**src/rtl/ukf_lane_scheduler.sv**
```systemverilog
// Read-side sequencer for the UKF Cholesky input stream: walks an N x N lower-triangular
// matrix column by column, popping one diag element then the column's sub-diagonal in beats.
module ukf_lane_scheduler #(
  parameter int unsigned LANES  = 4,
  parameter int unsigned SIZE_W = 4
) (
  input  logic              clock,
  input  logic              reset,
  input  logic              start,
  input  logic [SIZE_W-1:0] matrix_size,
  input  logic [3:0]        parallel_units,
  input  logic              stop_pipeline,
  input  logic              empty_diag,
  input  logic [LANES-1:0]  empty_l,
  output logic              rd_en_diag,
  output logic [LANES-1:0]  rd_en_l,
  output logic              valid_diag,
  output logic [LANES-1:0]  valid_l,
  output logic [SIZE_W-1:0] col_idx,
  output logic              busy,
  output logic              finish
);

  typedef enum logic [1:0] {StIdle, StDiag, StLower, StDone} state_e;

  localparam logic [3:0]        LanesCnt = 4'(LANES);
  localparam logic [SIZE_W-1:0] One      = SIZE_W'(1);

  state_e            state_q, state_d;
  logic [SIZE_W-1:0] n_q, n_d;
  logic [SIZE_W-1:0] col_q, col_d;
  logic [SIZE_W-1:0] rem_q, rem_d;
  logic [3:0]        p_q, p_d;
  logic              valid_diag_q;
  logic [LANES-1:0]  valid_l_q;

  logic [LANES-1:0]  need_mask;
  logic [SIZE_W-1:0] need_cnt;
  logic              beat_ok;

  // Lanes taking part in the current beat: the first min(P_eff, rem) lanes.
  always_comb begin
    need_mask = '0;
    need_cnt  = '0;
    for (int unsigned k = 0; k < LANES; k++) begin
      if (k < 32'(p_q) && k < 32'(rem_q)) begin
        need_mask[k] = 1'b1;
        need_cnt     = need_cnt + One;
      end
    end
  end

  // A beat is all-or-nothing: every needed lane must have data.
  assign beat_ok = !stop_pipeline && ((empty_l & need_mask) == '0);

  always_comb begin
    state_d    = state_q;
    n_d        = n_q;
    p_d        = p_q;
    col_d      = col_q;
    rem_d      = rem_q;
    rd_en_diag = 1'b0;
    rd_en_l    = '0;
    finish     = 1'b0;
    busy       = (state_q != StIdle);
    case (state_q)
      StIdle: begin
        if (start) begin
          n_d     = matrix_size;
          p_d     = (parallel_units == 4'd0 || parallel_units > LanesCnt) ? LanesCnt
                                                                           : parallel_units;
          col_d   = '0;
          rem_d   = '0;
          state_d = (matrix_size == '0) ? StDone : StDiag;
        end
      end
      StDiag: begin
        if (!empty_diag && !stop_pipeline) begin
          rd_en_diag = 1'b1;
          rem_d      = n_q - One - col_q;
          if (rem_d != '0) begin
            state_d = StLower;
          end else if (col_q == n_q - One) begin
            state_d = StDone;
          end else begin
            col_d = col_q + One;
          end
        end
      end
      StLower: begin
        if (beat_ok) begin
          rd_en_l = need_mask;
          rem_d   = rem_q - need_cnt;
          if (rem_d == '0) begin
            if (col_q == n_q - One) begin
              state_d = StDone;
            end else begin
              col_d   = col_q + One;
              state_d = StDiag;
            end
          end
        end
      end
      StDone: begin
        finish  = 1'b1;
        state_d = StIdle;
      end
      default: state_d = StIdle;
    endcase
  end

  always_ff @(posedge clock or posedge reset) begin
    if (reset) begin
      state_q      <= StIdle;
      n_q          <= '0;
      p_q          <= '0;
      col_q        <= '0;
      rem_q        <= '0;
      valid_diag_q <= 1'b0;
      valid_l_q    <= '0;
    end else begin
      state_q      <= state_d;
      n_q          <= n_d;
      p_q          <= p_d;
      col_q        <= col_d;
      rem_q        <= rem_d;
      valid_diag_q <= rd_en_diag;
      valid_l_q    <= rd_en_l;
    end
  end

  assign valid_diag = valid_diag_q;
  assign valid_l    = valid_l_q;
  assign col_idx    = col_q;

endmodule

```
**config.mk**
```make
export PLATFORM = sky130hd
export DESIGN_NAME = ukf_lane_scheduler
export DESIGN_NICKNAME = d
export VERILOG_FILES = /design/src/rtl/ukf_lane_scheduler.sv
export SDC_FILE = /design/constraint.sdc
export NUM_CORES = 1
export LEC_CHECK = 0
export BUFFER_PORTS_ARGS = -buffer_cell sky130_fd_sc_hd__buf_2
export CORE_ASPECT_RATIO = 0.9
export CORE_UTILIZATION = 55
export DETAILED_ROUTE_END_ITERATION = 8
export PLACE_DENSITY = 0.89
export RECOVER_POWER = 100
export SYNTH_ARGS = -nofsm -noshare
export SYNTH_HDL_FRONTEND = slang
export SYNTH_SLANG_ARGS = --single-unit
```
**constraint.sdc**
```tcl
create_clock -name clock -period 5.7 [get_ports clock]
set_clock_uncertainty 0.2 [all_clocks]
set_input_delay 0.285 -clock clock [delete_from_list [all_inputs] [get_ports clock]]
set_output_delay 0.285 -clock clock [all_outputs]
set_load 0.005 [all_outputs]
```
Word-level counts from Yosys, hierarchy flattened

Index checks and enable logic that the tools add are counted.

Output and inout port bits: 16
Word-level logic and storage cells: 88
Register bits after elaboration: 23
Bits of input ports: 17

$lt $le $gt $ge: 9
Reduce and logical (&&, ||, !) cells: 21
$add $sub $neg: 7
Equal/unequal tests: 10
Bitwise logic cells: 1
Multiplexer cells: 33

Operator list:

| kind                                                                   | count |
|---|---|
| 4-bit two-way mux                                                      | 14 |
| 4-bit one-hot mux with 3 select lines                                  | 2 |
| 4-bit by 1-bit adder with 4-bit output (second input constant)         | 4 |
| 4-bit logical NOT                                                      | 4 |
| 1-bit by 4-bit < comparator with 1-bit output (first input constant)   | 4 |
| 2-bit by 4-bit < comparator with 1-bit output (first input constant)   | 4 |
| 2-bit two-way mux                                                      | 8 |
| 2-bit inequality test (second input constant)                          | 5 |
| 1-bit two-way mux                                                      | 8 |
| 2-bit one-hot mux with 4 select lines                                  | 1 |
| 4-bit subtractor                                                       | 2 |
| 1-bit logical AND                                                      | 6 |
| 6-bit AND reduction                                                    | 1 |
| 5-bit AND reduction                                                    | 1 |
| 4-bit bitwise AND                                                      | 1 |
| 2-bit equality test (second input constant)                            | 2 |
| 4-bit equality test                                                    | 1 |
| 4-bit by 3-bit > comparator with 1-bit output (second input constant)  | 1 |
| 4-bit AND reduction                                                    | 1 |
| 4-bit nonzero test                                                     | 1 |
| 4-bit by 1-bit subtractor with 4-bit output (second input constant)    | 1 |
| 3-bit inequality test (second input constant)                          | 1 |
| 3-bit nonzero test                                                     | 1 |
| 2-bit by 1-bit equality test with 1-bit output (second input constant) | 1 |
| other kinds (5)                                                        | 6 |

Longest topological paths before layout

Depth after elaboration: 14
Gate-level depth with buffers: 18
Gate-level depth less buffers: 17

Least setup slack after synthesis

No wires, ideal clock.

Path kind: flip-flop to flip-flop
From: register rem_q[1]
To: register col_q[0] (netlist: col_idx[0])
Cell stages (with the launch flop): 12
Path slack: 1.699 ns
Arrival: 3.676 ns
Data required time: 5.375 ns
Clock period less this slack: 4.001 ns
Path through: dfrtp_1 > or4_1 > o21a_1 > ha_1 > xor2_1 > ha_1 > mux2i_1 > fa_1 > nand2b_1 > o31a_1 > or3_4 > mux2_4

Word-level cells in the longest chain between the ends: 13
Elaborated cells between the ends (all ways): 27
Those cells by class: add/sub (4); order compare (4); eq/ne (2); mux (8); bitwise (1); reduce/logical (8)

RTL lines:

| item                                          | RTL line | text |
|---|---|---|
| start, declared                               | 32       | `logic [SIZE_W-1:0] rem_q, rem_d;` |
| start signal, assigned                        | 126      | `rem_q <= rem_d;` |
| 1-bit by 4-bit < comparator with 1-bit output | 46       | `if (k < 32'(p_q) && k < 32'(rem_q)) begin` |
| 1-bit logical AND                             | 46       |  |
| 1-bit two-way mux                             | 46       |  |
| 4-bit by 1-bit adder with 4-bit output        | 48       | `need_cnt = need_cnt + One;` |
| 4-bit two-way mux                             | 46       |  |
| 4-bit by 1-bit adder with 4-bit output        | 48       |  |
| 4-bit two-way mux                             | 46       |  |
| 4-bit by 1-bit adder with 4-bit output        | 48       |  |
| 4-bit two-way mux                             | 46       |  |
| 4-bit subtractor                              | 93       | `rem_d = rem_q - need_cnt;` |
| 4-bit logical NOT                             | 94       | `if (rem_d == '0) begin` |
| 2-bit inequality test (no line)               | n/a      |  |
| 6-bit AND reduction (no line) (*)             | n/a      |  |
| end signal, assigned                          | 125      | `col_q <= col_d;` |
| end, declared                                 | 31       | `logic [SIZE_W-1:0] col_q, col_d;` |

Mark *: on every way between the ends. The rest lies on a longest branch, timed or not.
A chain may end at the register's enable or synchronous reset.

Worst setup path after layout

Same ends and word-level chain as after synthesis.

==> flow_summary.ini <==
[logic_synthesis]
syn_inst = 173
seq_area_frac_synth = 0.3459
synth-async-reset-ratio = 1.000
syn_area_per_cell_um2 = 9.619
syn-num-nets = 208
synth_edf_count = 0
synth_area_um2 = 1664
yosys_warnings = 0
synth_top_cell_by_area = dfrtp_1
netlist_top_cells_count = dfrtp_1 (23), inv_1 (18), ha_1 (16), nand2_1 (16), nor2_1 (12)
ys.flop_type = dfrtp_1
synth.distinct_cells = 50
synth_area_leaders = dfrtp_1 (35%), ha_1 (12%), inv_1 (4.1%)
netlist.area_leader.share = 0.3459
synth_most_common_cell = dfrtp_1
synth_seq_cells = 23

[die]
initial_utilization = 0.5911
core_um2 = 2815
die-area_um2 = 3250
top_level_ports = 33
std_cell_rows = 18
fp.dieH_um = 54.19
die_w_um = 59.98

[critical_path]
worst-setup-path-type = register to register
required_ns = 5.71
start_kind = register
arrival_ns = 4.37
cp_max_fo = 6
endpoint_kind = register

[finish]
utilization = 0.6898
layout.cells.non_filler = 254
diodes = 0
areaGrowthSynthToFinish_pct = 16.69
layout.nets = 250
layout-drive-gt1-share = 0.1682

[drt]
drc = 0
firstDrtPassIters = 4
avgRoutedWirePerCell_um = 13.04
viasPerCell = 5.469
finalWirelength_um = 3312
drt-initial-drc-count = 37
vias = 1389
drtAntennaViolNets = 0

[clock_tree]
cts.sinks = 23
clockBufferDepth = 2
cts_made_buffers = 3
worstSkewPairLatency_ns = 0.31
cts_tree = yes
cts.repair.resized = 0
clk_pin_slew_ns = 0.12
cts_root_buf = clkbuf_4
h-tree-depth = 1
post-cts-setup-buffers = 0

[power_and_ir_drop]
finalPower_uw = 1140
ir_drop_uv = 286.4
cellLeakagePower_uw = 0.0009324
powerDensity_nw_per_um2 = 587.3

[timing]
finalCritPeriodShare = 0.7646
relSlewSlack = 0.4214
setup_tns_ns = 0
fin_hold_ws_ns = 0.02685
period_minus_slack_ns = 4.358
tightestPinTransition_ns = 0.8669
max_clock_freq_ghz = 0.2295
maxSlewViolCount = 0
rsz0062_at_grt = false
hold_viol_final = 0
setup_viol = 0

[place]
dp_hpwl_um = 2535
port_buffers = 32
dp.cells = 242
place_congestion = 0.8787

[job]
cap_violations = 0

[status]
outcome = finished clean

[global_routing]
grt_pass1_vias = 1178
antenna_found_initial = 0
grt_usage = 0.2251
grt_pass1_wl_um = 5257
overflow = 0
grt_start_max_net_pins = 24

[worst_hold_path]
hp-class = input port to register
sequential cells by signal, indices dropped and copies added (netlist names):
name	cells
p_q	4
col_idx	4
state_q	2
valid_l	4
n_q	4
valid_diag	1
rem_q	4
critical path, cell delays in order, from the launching register on:
cell,delay (ns)
dfrtp_1,0.47
or4_1,0.58
o21a_1,0.16
ha_1,0.32
xor2_1,0.25
ha_1,0.27
mux2i_1,0.24
fa_1,0.48
nand2b_1,0.19
o31a_1,0.32
or3_1,0.44
mux2_1,0.34
path summary, 6_finish.rpt:
check                                from  cells after the start          to  slack [ns]
setup / recovery                 rem_q[1]                     11  col_idx[0]        1.34
hold / removal             matrix_size[2]                      2      n_q[2]        0.03
setup reg to reg                 rem_q[1]                     11  col_idx[0]        1.34
hold reg to reg                    n_q[3]                      1      n_q[3]        0.34
max in group asynchronous           reset                      3    rem_q[2]        4.29
min in group asynchronous           reset                      3  col_idx[3]        0.48
per-layer routing:
layer / vias up / wire length [µm] / GRT usage
met4: 0 / 7 / 0.05039
met5: - / 0 / 0
met1: 650 / 1592 / 0.3163
met3: 2 / 194 / 0.05769
met2: 46 / 1518 / 0.3481
li1: 691 / - / -
where the power goes:
group | internal, µW | leakage [µW] | switching [µW]
combinational | 352 | 0.000617 | 442
clock | 26.2 | 0.0000177 | 47.5
sequential | 214 | 0.000298 | 59.2
metrics by stage:
step	setup slack (ns)	instance area, µm²
global route	1.085	1942
floorplan	1.699	1664
finish	1.342	1942
detailed placement	1.437	1856
CTS	1.397	1933
global placement	1.606	1856
cell usage in the layout (no fill, tap or decap), drive strengths merged, types with 3 or more instances in the layout:
cell	count
nor2b	3
nand2	17
buf	22
inv	18
nor2	12
mux2	7
mux2i	3
dfrtp	23
a22o	3
ha	16
xor2	7
o31ai	4
nand3	3
or3	3
clkbuf	13
dlygate4sd3	8
o21ai	7
xnor2	3
nor3	6
a21oi	4
timing repair:
action / in CTS / in global routing
hold buffers: 5 / 3
endpoints found under the hold margin: 26 / 3
endpoints found under the setup margin: 0 / 0
logic make-up after synthesis:
kind of cell,Yosys count,synth area share
XOR/XNOR,10,0.05264
flip-flops,23,0.3459
buffers and inverters,21,0.05188
AND/OR/NAND/NOR,56,0.1744
multiplexers,10,0.06766
adder cells (fa/ha/maj),18,0.1444
AO/OA/AOI/OAI,35,0.1632
area by class of cell:
cell class / instances / area [µm²]
fill: 229 / 873.3
clock buffer: 3 / 22.52
timing repair buffer: 40 / 227.7
clock inverter: 1 / 5.005
inverter: 18 / 67.56
tap: 40 / 50.05
multi-input combinational: 129 / 993.5
sequential: 23 / 575.6
Note: power is estimated with default switching activity, not from simulation.
